$ cat src/rtl/uart_tx_fifo.sv
// -----------------------------------------------------------------------------
// uart_tx_fifo
//   Byte FIFO feeding a UART frame serialiser. Bytes pushed with wr_en are
//   queued, then shifted out LSB first as start / data / optional parity /
//   stop bits. When the FIFO still holds data at the end of a stop bit, the
//   next frame starts on the following cycle, so there is no idle gap.
//
// Ports
//   clk        in   system clock, rising edge
//   nRst       in   asynchronous active-low reset
//   wr_en      in   push wr_data into the FIFO this cycle
//   wr_data    in   byte to transmit (DATA_W bits)
//   full       out  FIFO holds DEPTH entries; further writes are dropped
//   count      out  current FIFO occupancy
//   overflow   out  one-cycle pulse after a write was dropped because full
//   busy       out  a frame is on the line (start through last stop cycle)
//   frame_done out  one-cycle pulse on the final cycle of the last stop bit
//   tx_serial  out  serial line, idle high
//
// All outputs are registered. The line, busy and frame_done registers are
// loaded from the current FSM state, so they trail the state by one cycle:
// a pop at edge P puts the start bit on the line after edge P+1.
// -----------------------------------------------------------------------------
module uart_tx_fifo #(
    parameter int DATA_W       = 8,
    parameter int DEPTH        = 4,
    parameter int CLKS_PER_BIT = 1250,
    parameter int PARITY       = 0,
    parameter int STOP_BITS    = 1
) (
    input  logic                     clk,
    input  logic                     nRst,
    input  logic                     wr_en,
    input  logic [DATA_W-1:0]        wr_data,
    output logic                     full,
    output logic [$clog2(DEPTH):0]   count,
    output logic                     overflow,
    output logic                     busy,
    output logic                     frame_done,
    output logic                     tx_serial
);

    localparam int PTR_W = $clog2(DEPTH);
    localparam int CNT_W = $clog2(CLKS_PER_BIT);
    localparam int IDX_W = $clog2(DATA_W);
    localparam logic [1:0] PAR_MODE = PARITY[1:0];

    typedef enum logic [2:0] {
        S_IDLE   = 3'd0,
        S_START  = 3'd1,
        S_DATA   = 3'd2,
        S_PARITY = 3'd3,
        S_STOP   = 3'd4
    } state_t;

    // Parity bit of one data word: even mode gives XOR of the bits, odd mode
    // its complement.
    function automatic logic parity_bit(input logic [DATA_W-1:0] d);
        logic p;
        p = ^d;
        if (PAR_MODE == 2'd2) begin
            p = ~p;
        end else begin
            p = p;
        end
        return p;
    endfunction

    // FIFO storage and bookkeeping
    logic [DATA_W-1:0] mem_q [DEPTH];
    logic [PTR_W-1:0]  wr_ptr_q, wr_ptr_d;
    logic [PTR_W-1:0]  rd_ptr_q, rd_ptr_d;
    logic [PTR_W:0]    count_q, count_d;
    logic              full_q, full_d;
    logic              ovf_q;
    logic              push_s;
    logic              pop_s;

    // Serialiser state
    state_t            state_q, state_d;
    logic [CNT_W-1:0]  clk_cnt_q, clk_cnt_d;
    logic [IDX_W-1:0]  bit_idx_q, bit_idx_d;
    logic              stop_idx_q, stop_idx_d;
    logic [DATA_W-1:0] shift_q, shift_d;
    logic              par_q, par_d;
    logic              line_s;
    logic              done_s;
    logic              bit_end_s;
    logic              last_data_s;
    logic              last_stop_s;
    logic              fifo_nonempty_s;

    // Registered outputs
    logic              tx_q;
    logic              busy_q;
    logic              done_q;

    assign full       = full_q;
    assign count      = count_q;
    assign overflow   = ovf_q;
    assign busy       = busy_q;
    assign frame_done = done_q;
    assign tx_serial  = tx_q;

    // full is the registered flag, so a write while full is dropped even if
    // the serialiser pops on the same edge.
    assign push_s          = wr_en & ~full_q;
    assign fifo_nonempty_s = (count_q != {(PTR_W+1){1'b0}});
    assign bit_end_s       = (clk_cnt_q == CNT_W'(CLKS_PER_BIT - 1));
    assign last_data_s     = (bit_idx_q == IDX_W'(DATA_W - 1));
    assign last_stop_s     = (stop_idx_q == 1'(STOP_BITS - 1));

    // FIFO next-state: pointers wrap naturally because DEPTH is a power of two.
    always_comb begin
        wr_ptr_d = wr_ptr_q;
        rd_ptr_d = rd_ptr_q;
        count_d  = count_q;
        if (push_s) begin
            wr_ptr_d = wr_ptr_q + PTR_W'(1);
        end else begin
            wr_ptr_d = wr_ptr_q;
        end
        if (pop_s) begin
            rd_ptr_d = rd_ptr_q + PTR_W'(1);
        end else begin
            rd_ptr_d = rd_ptr_q;
        end
        case ({push_s, pop_s})
            2'b10:   count_d = count_q + (PTR_W+1)'(1);
            2'b01:   count_d = count_q - (PTR_W+1)'(1);
            default: count_d = count_q;
        endcase
        full_d = (count_d == (PTR_W+1)'(DEPTH));
    end

    // FIFO storage write port.
    always_ff @(posedge clk or negedge nRst) begin
        if (!nRst) begin
            for (int i = 0; i < DEPTH; i++) begin
                mem_q[i] <= {DATA_W{1'b0}};
            end
        end else if (push_s) begin
            mem_q[wr_ptr_q] <= wr_data;
        end
    end

    // FIFO pointer, occupancy and overflow registers.
    always_ff @(posedge clk or negedge nRst) begin
        if (!nRst) begin
            wr_ptr_q <= {PTR_W{1'b0}};
            rd_ptr_q <= {PTR_W{1'b0}};
            count_q  <= {(PTR_W+1){1'b0}};
            full_q   <= 1'b0;
            ovf_q    <= 1'b0;
        end else begin
            wr_ptr_q <= wr_ptr_d;
            rd_ptr_q <= rd_ptr_d;
            count_q  <= count_d;
            full_q   <= full_d;
            ovf_q    <= wr_en & full_q;
        end
    end

    // Serialiser next-state, line value and FIFO pop request.
    always_comb begin
        state_d    = state_q;
        clk_cnt_d  = bit_end_s ? {CNT_W{1'b0}} : (clk_cnt_q + CNT_W'(1));
        bit_idx_d  = bit_idx_q;
        stop_idx_d = stop_idx_q;
        shift_d    = shift_q;
        par_d      = par_q;
        pop_s      = 1'b0;
        line_s     = 1'b1;
        done_s     = 1'b0;
        case (state_q)
            S_IDLE: begin
                line_s    = 1'b1;
                clk_cnt_d = {CNT_W{1'b0}};
                if (fifo_nonempty_s) begin
                    pop_s      = 1'b1;
                    shift_d    = mem_q[rd_ptr_q];
                    par_d      = parity_bit(mem_q[rd_ptr_q]);
                    bit_idx_d  = {IDX_W{1'b0}};
                    stop_idx_d = 1'b0;
                    state_d    = S_START;
                end else begin
                    state_d    = S_IDLE;
                end
            end
            S_START: begin
                line_s = 1'b0;
                if (bit_end_s) begin
                    bit_idx_d = {IDX_W{1'b0}};
                    state_d   = S_DATA;
                end else begin
                    state_d   = S_START;
                end
            end
            S_DATA: begin
                line_s = shift_q[0];
                if (bit_end_s) begin
                    shift_d = {1'b0, shift_q[DATA_W-1:1]};
                    if (last_data_s) begin
                        stop_idx_d = 1'b0;
                        state_d    = (PAR_MODE != 2'd0) ? S_PARITY : S_STOP;
                    end else begin
                        bit_idx_d  = bit_idx_q + IDX_W'(1);
                        state_d    = S_DATA;
                    end
                end else begin
                    state_d = S_DATA;
                end
            end
            S_PARITY: begin
                line_s = par_q;
                if (bit_end_s) begin
                    stop_idx_d = 1'b0;
                    state_d    = S_STOP;
                end else begin
                    state_d    = S_PARITY;
                end
            end
            S_STOP: begin
                line_s = 1'b1;
                if (bit_end_s) begin
                    if (last_stop_s) begin
                        done_s = 1'b1;
                        // Chain straight into the next frame when data waits.
                        if (fifo_nonempty_s) begin
                            pop_s      = 1'b1;
                            shift_d    = mem_q[rd_ptr_q];
                            par_d      = parity_bit(mem_q[rd_ptr_q]);
                            bit_idx_d  = {IDX_W{1'b0}};
                            stop_idx_d = 1'b0;
                            state_d    = S_START;
                        end else begin
                            state_d    = S_IDLE;
                        end
                    end else begin
                        stop_idx_d = stop_idx_q + 1'b1;
                        state_d    = S_STOP;
                    end
                end else begin
                    state_d = S_STOP;
                end
            end
            default: begin
                line_s    = 1'b1;
                clk_cnt_d = {CNT_W{1'b0}};
                state_d   = S_IDLE;
            end
        endcase
    end

    // Serialiser state registers.
    always_ff @(posedge clk or negedge nRst) begin
        if (!nRst) begin
            state_q    <= S_IDLE;
            clk_cnt_q  <= {CNT_W{1'b0}};
            bit_idx_q  <= {IDX_W{1'b0}};
            stop_idx_q <= 1'b0;
            shift_q    <= {DATA_W{1'b0}};
            par_q      <= 1'b0;
        end else begin
            state_q    <= state_d;
            clk_cnt_q  <= clk_cnt_d;
            bit_idx_q  <= bit_idx_d;
            stop_idx_q <= stop_idx_d;
            shift_q    <= shift_d;
            par_q      <= par_d;
        end
    end

    // Output registers; reset forces the line idle at once, aborting a frame.
    always_ff @(posedge clk or negedge nRst) begin
        if (!nRst) begin
            tx_q   <= 1'b1;
            busy_q <= 1'b0;
            done_q <= 1'b0;
        end else begin
            tx_q   <= line_s;
            busy_q <= (state_q != S_IDLE);
            done_q <= done_s;
        end
    end

endmodule

$ cat config.mk
export PLATFORM = sky130hd
export DESIGN_NAME = uart_tx_fifo
export DESIGN_NICKNAME = d
export VERILOG_FILES = /design/src/rtl/uart_tx_fifo.sv
export SDC_FILE = /design/constraint.sdc
export NUM_CORES = 1
export LEC_CHECK = 0
export ABC_AREA = 1
export CELL_PAD_IN_SITES_DETAIL_PLACEMENT = 1
export CELL_PAD_IN_SITES_GLOBAL_PLACEMENT = 2
export CORE_ASPECT_RATIO = 1.1
export CORE_UTILIZATION = 36
export CTS_CLUSTER_SIZE = 28
export DETAILED_ROUTE_END_ITERATION = 10
export GPL_TIMING_DRIVEN = 0
export HOLD_SLACK_MARGIN = 0.02
export PLACE_DENSITY_LB_ADDON = 0.2
export SETUP_SLACK_MARGIN = 0.02
export SLEW_MARGIN = 20
export SYNTH_ARGS = -nofsm -noshare
export SYNTH_HDL_FRONTEND = slang
export SYNTH_SLANG_ARGS = --single-unit
$ cat constraint.sdc
create_clock -name clk -period 3 [get_ports clk]
set_input_delay 0.6 -clock clk [delete_from_list [all_inputs] [get_ports clk]]
set_output_delay 0.6 -clock clk [all_outputs]
set_load 0.01 [all_outputs]
==> reports/qor.txt <==
Initial Utilization: 36.9%
Hold Vio Cnt, Final: 0
Gpl congestion: 0.790
Total track usage: 18.9%
Maxcap violations: 0
Met3 wire length: 142 µm
Nets: 498
Number of synthesized register bits: 70
Critical Path RT: 3280 ps
Vias per cell: 4.92
Routed wire per std cell: 14.6 µm
WL met2: 4.32 mm
Total gr overflow: 0
Final non-filler cell total: 602
Mapped Nets: 468
Crit start category: register
First-pass GRT wire length: 15.4 mm
Worst vdd ir: 0.421 mV
Routed Antenna Nets: 0
Synth cell types: 35
Vias in the first global route: 3,228
Clock Skews: 11.0 ps
Sink Count: 70
DRC: 0
Clock Tree Buf Depth: 2
Setup Fix Bufs, Post-CTS: 0
Rel. slew slack: 63.9%
RSZ-0062 raised after global routing: no
Drt first pass iters: 4
CTS Buf Count: 9
Layout area overhead: 15.5%
Worst Setup SP: clk_cnt_q[1]
Die W: 97.6 µm
Initial antenna violation count: 0
FF-to-FF path depth: 15
CP arrival: 2990 ps
Slowest library cell on the worst path: dfrtp_1
Mapped Cells: 447
Final setup violating endpoints: 0
Largest net degree at the start of global routing: 37
Number of diodes: 0
Max-slew violations: 0
CTS root buf: clkbuf_8
CTS tree: done
Design Area, Final: 0.00418 mm²
Most frequent cells in the layout: nand2_1, dfrtp_1, o21ai_0
PortBufs: 18
H-tree depth: 3
P_leak: 2.06 nW
CP Capture Type: register
Worst Tran Pin Value: 542 ps
Min setup slack post-route: 286 ps
Core outline area: 0.00979 mm²
Cts hold-fix bufs: 0
Crit Path Category: reg -> reg
Die Y: 107 µm
Iter 0 DRT Violations: 93
Mapped cell area: 0.00362 mm²
Placed Cells: 586
Cell Chain, Critical Path: inv_1, ha_1, nand2_1, nor2_2, nand3_4, nand2_1, nand2_2, inv_2, ha_1, inv_1, fa_1, a21oi_1, o21ai_0, xnor2_1, nor3b_2
Tmin final: 2710 ps
Commonest non-fill, non-tap cell in the layout: nand2_1
Critical path's largest stage delay: 400 ps
Tcrit/Tclk final: 90.5%
Detailed Place HPWL: 6.47 mm
Pwr per Cell Area: 999 mW/mm²
Clock latency on the worst-skew pair: 350 ps
Area post-placement: 0.00397 mm²
# IOs: 19
Share of layout cells above drive strength 1: 13.1%
Mean post-synth cell area: 8.10 µm²
Synth warn: 0
Core Rows: 38
Crit Path Max Fanout: 7
Status: complete, no violations
F_max: 0.368 GHz
Metal-1 WL: 4.13 mm
Pre-CTS setup slack: 163 ps
Clock transition at path regs: 70 ps
Vias: 2,961
Hold WC Path Type: in -> async
Setup TNS: 0 ps
Total wire length: 8.82 mm
Post-synthesis sequential area ratio: 48.4%
Die area: 0.0105 mm²
Crit Reg-Reg Startpoint: clk_cnt_q[1]
Top Layer Used: met4
repair_timing:
| item | 4_1_cts | 5_1_grt |
|---|---|---|
| endpoints found under the setup margin | 0 | 1 |
| resized for setup | 0 | 3 |
| hold endpoints to repair | 0 | 0 |
state kept, by name, indices dropped and copies added, names as in the netlist:
signal and cells:
count 3, wr_ptr_q 2, shift_q 8, rd_ptr_q 2, tx_serial 1, frame_done 1, full 1, clk_cnt_q 11
overflow 1, mem_q 32, bit_idx_q 3, par_q 1, busy 1, state_q 3
path summary, 6_finish.rpt:
path                                     end  slack (ps)
worst max-delay path                    full         290
worst max register to register          full         290
min in group clk                  shift_q[7]         480
worst min-delay path            bit_idx_q[2]         200
worst min register to register    shift_q[7]         480
max in group asynchronous          mem_q[10]        2250
per-layer routing:
metal  vias to the layer above  track usage [%]
li1                       1493                -
met1                      1429             23.6
met2                        24             32.3
met3                        15             2.48
met4                         0             9.24
met5                         -                0
logic make-up after synthesis:
family | count (synthesis) | synth area share (%)
simple gates | 235 | 28.1
buf+inv | 53 | 6.92
flops | 70 | 48.4
xor+xnor | 6 | 1.45
fa+ha+maj | 10 | 3.67
compound gates | 73 | 11.4
where the power goes:
| group | switching [mW] | leakage (nW) | total, mW | internal (mW) |
|---|---|---|---|---|
| registers | 0.236 | 0.881 | 1.53 | 1.30 |
| logic | 1.16 | 1.07 | 1.86 | 0.691 |
| clock network | 0.356 | 0.0996 | 0.785 | 0.429 |
cells in the mapped netlist:
master	number	area share [%]
inv_2	7	0.73
o21ai_4	1	0.45
o21ai_2	7	1.7
nand2_1	164	17
inv_6	1	0.24
nor3_1	2	0.28
nand2_2	11	1.9
nand3_4	1	0.48
inv_1	34	3.5
o21ai_0	47	6.5
dfrtp_1	69	48
o22ai_1	1	0.17
dfstp_2	1	0.73
nand3_1	22	3.0
nand3_2	4	1.1
a21oi_1	9	1.2
a211oi_1	1	0.21
nor4_1	1	0.17
o31ai_1	1	0.21
a31oi_1	1	0.17
nand4_1	4	0.69
nor3b_1	2	0.41
xnor2_1	2	0.48
ha_1	9	3.1
clkbuf_1	5	0.52
nor2_2	5	0.86
o21a_1	1	0.21
buf_6	3	0.93
nor3_2	1	0.28
o21ai_1	4	0.55
buf_12	1	0.55
xor2_1	4	0.97
nor2_1	18	1.9
fa_1	1	0.55
buf_4	2	0.41
metrics by stage:
stage               hold slack (ps)  total power, mW  util (%)
global route                    241             4.59      42.7
detailed placement              468             3.44      40.5
global placement                463             3.36      40.3
finish                          198             4.18      42.7
floorplan                       304             2.88         -
CTS                             206             4.25      42.6
layout make-up:
type	count	area (µm²)
Timing Repair Buffer	19	198
Tap cell	120	150
Multi-Input combinational cell	324	1630
Fill cell	1198	5610
Buffer	11	87.6
Clock inverter	3	42.5
Sequential cell	70	1750
Inverter	42	163
Clock buffer	13	159
worst max-delay path: cells and delay by family, from the launching register on:
family	cells	cell delay (ps)
flops	1	400
buf+inv	3	260
fa+ha+maj	3	700
compound gates	2	280
xor+xnor	1	220
simple gates	6	770
Power figures use the tool's default switching activity.
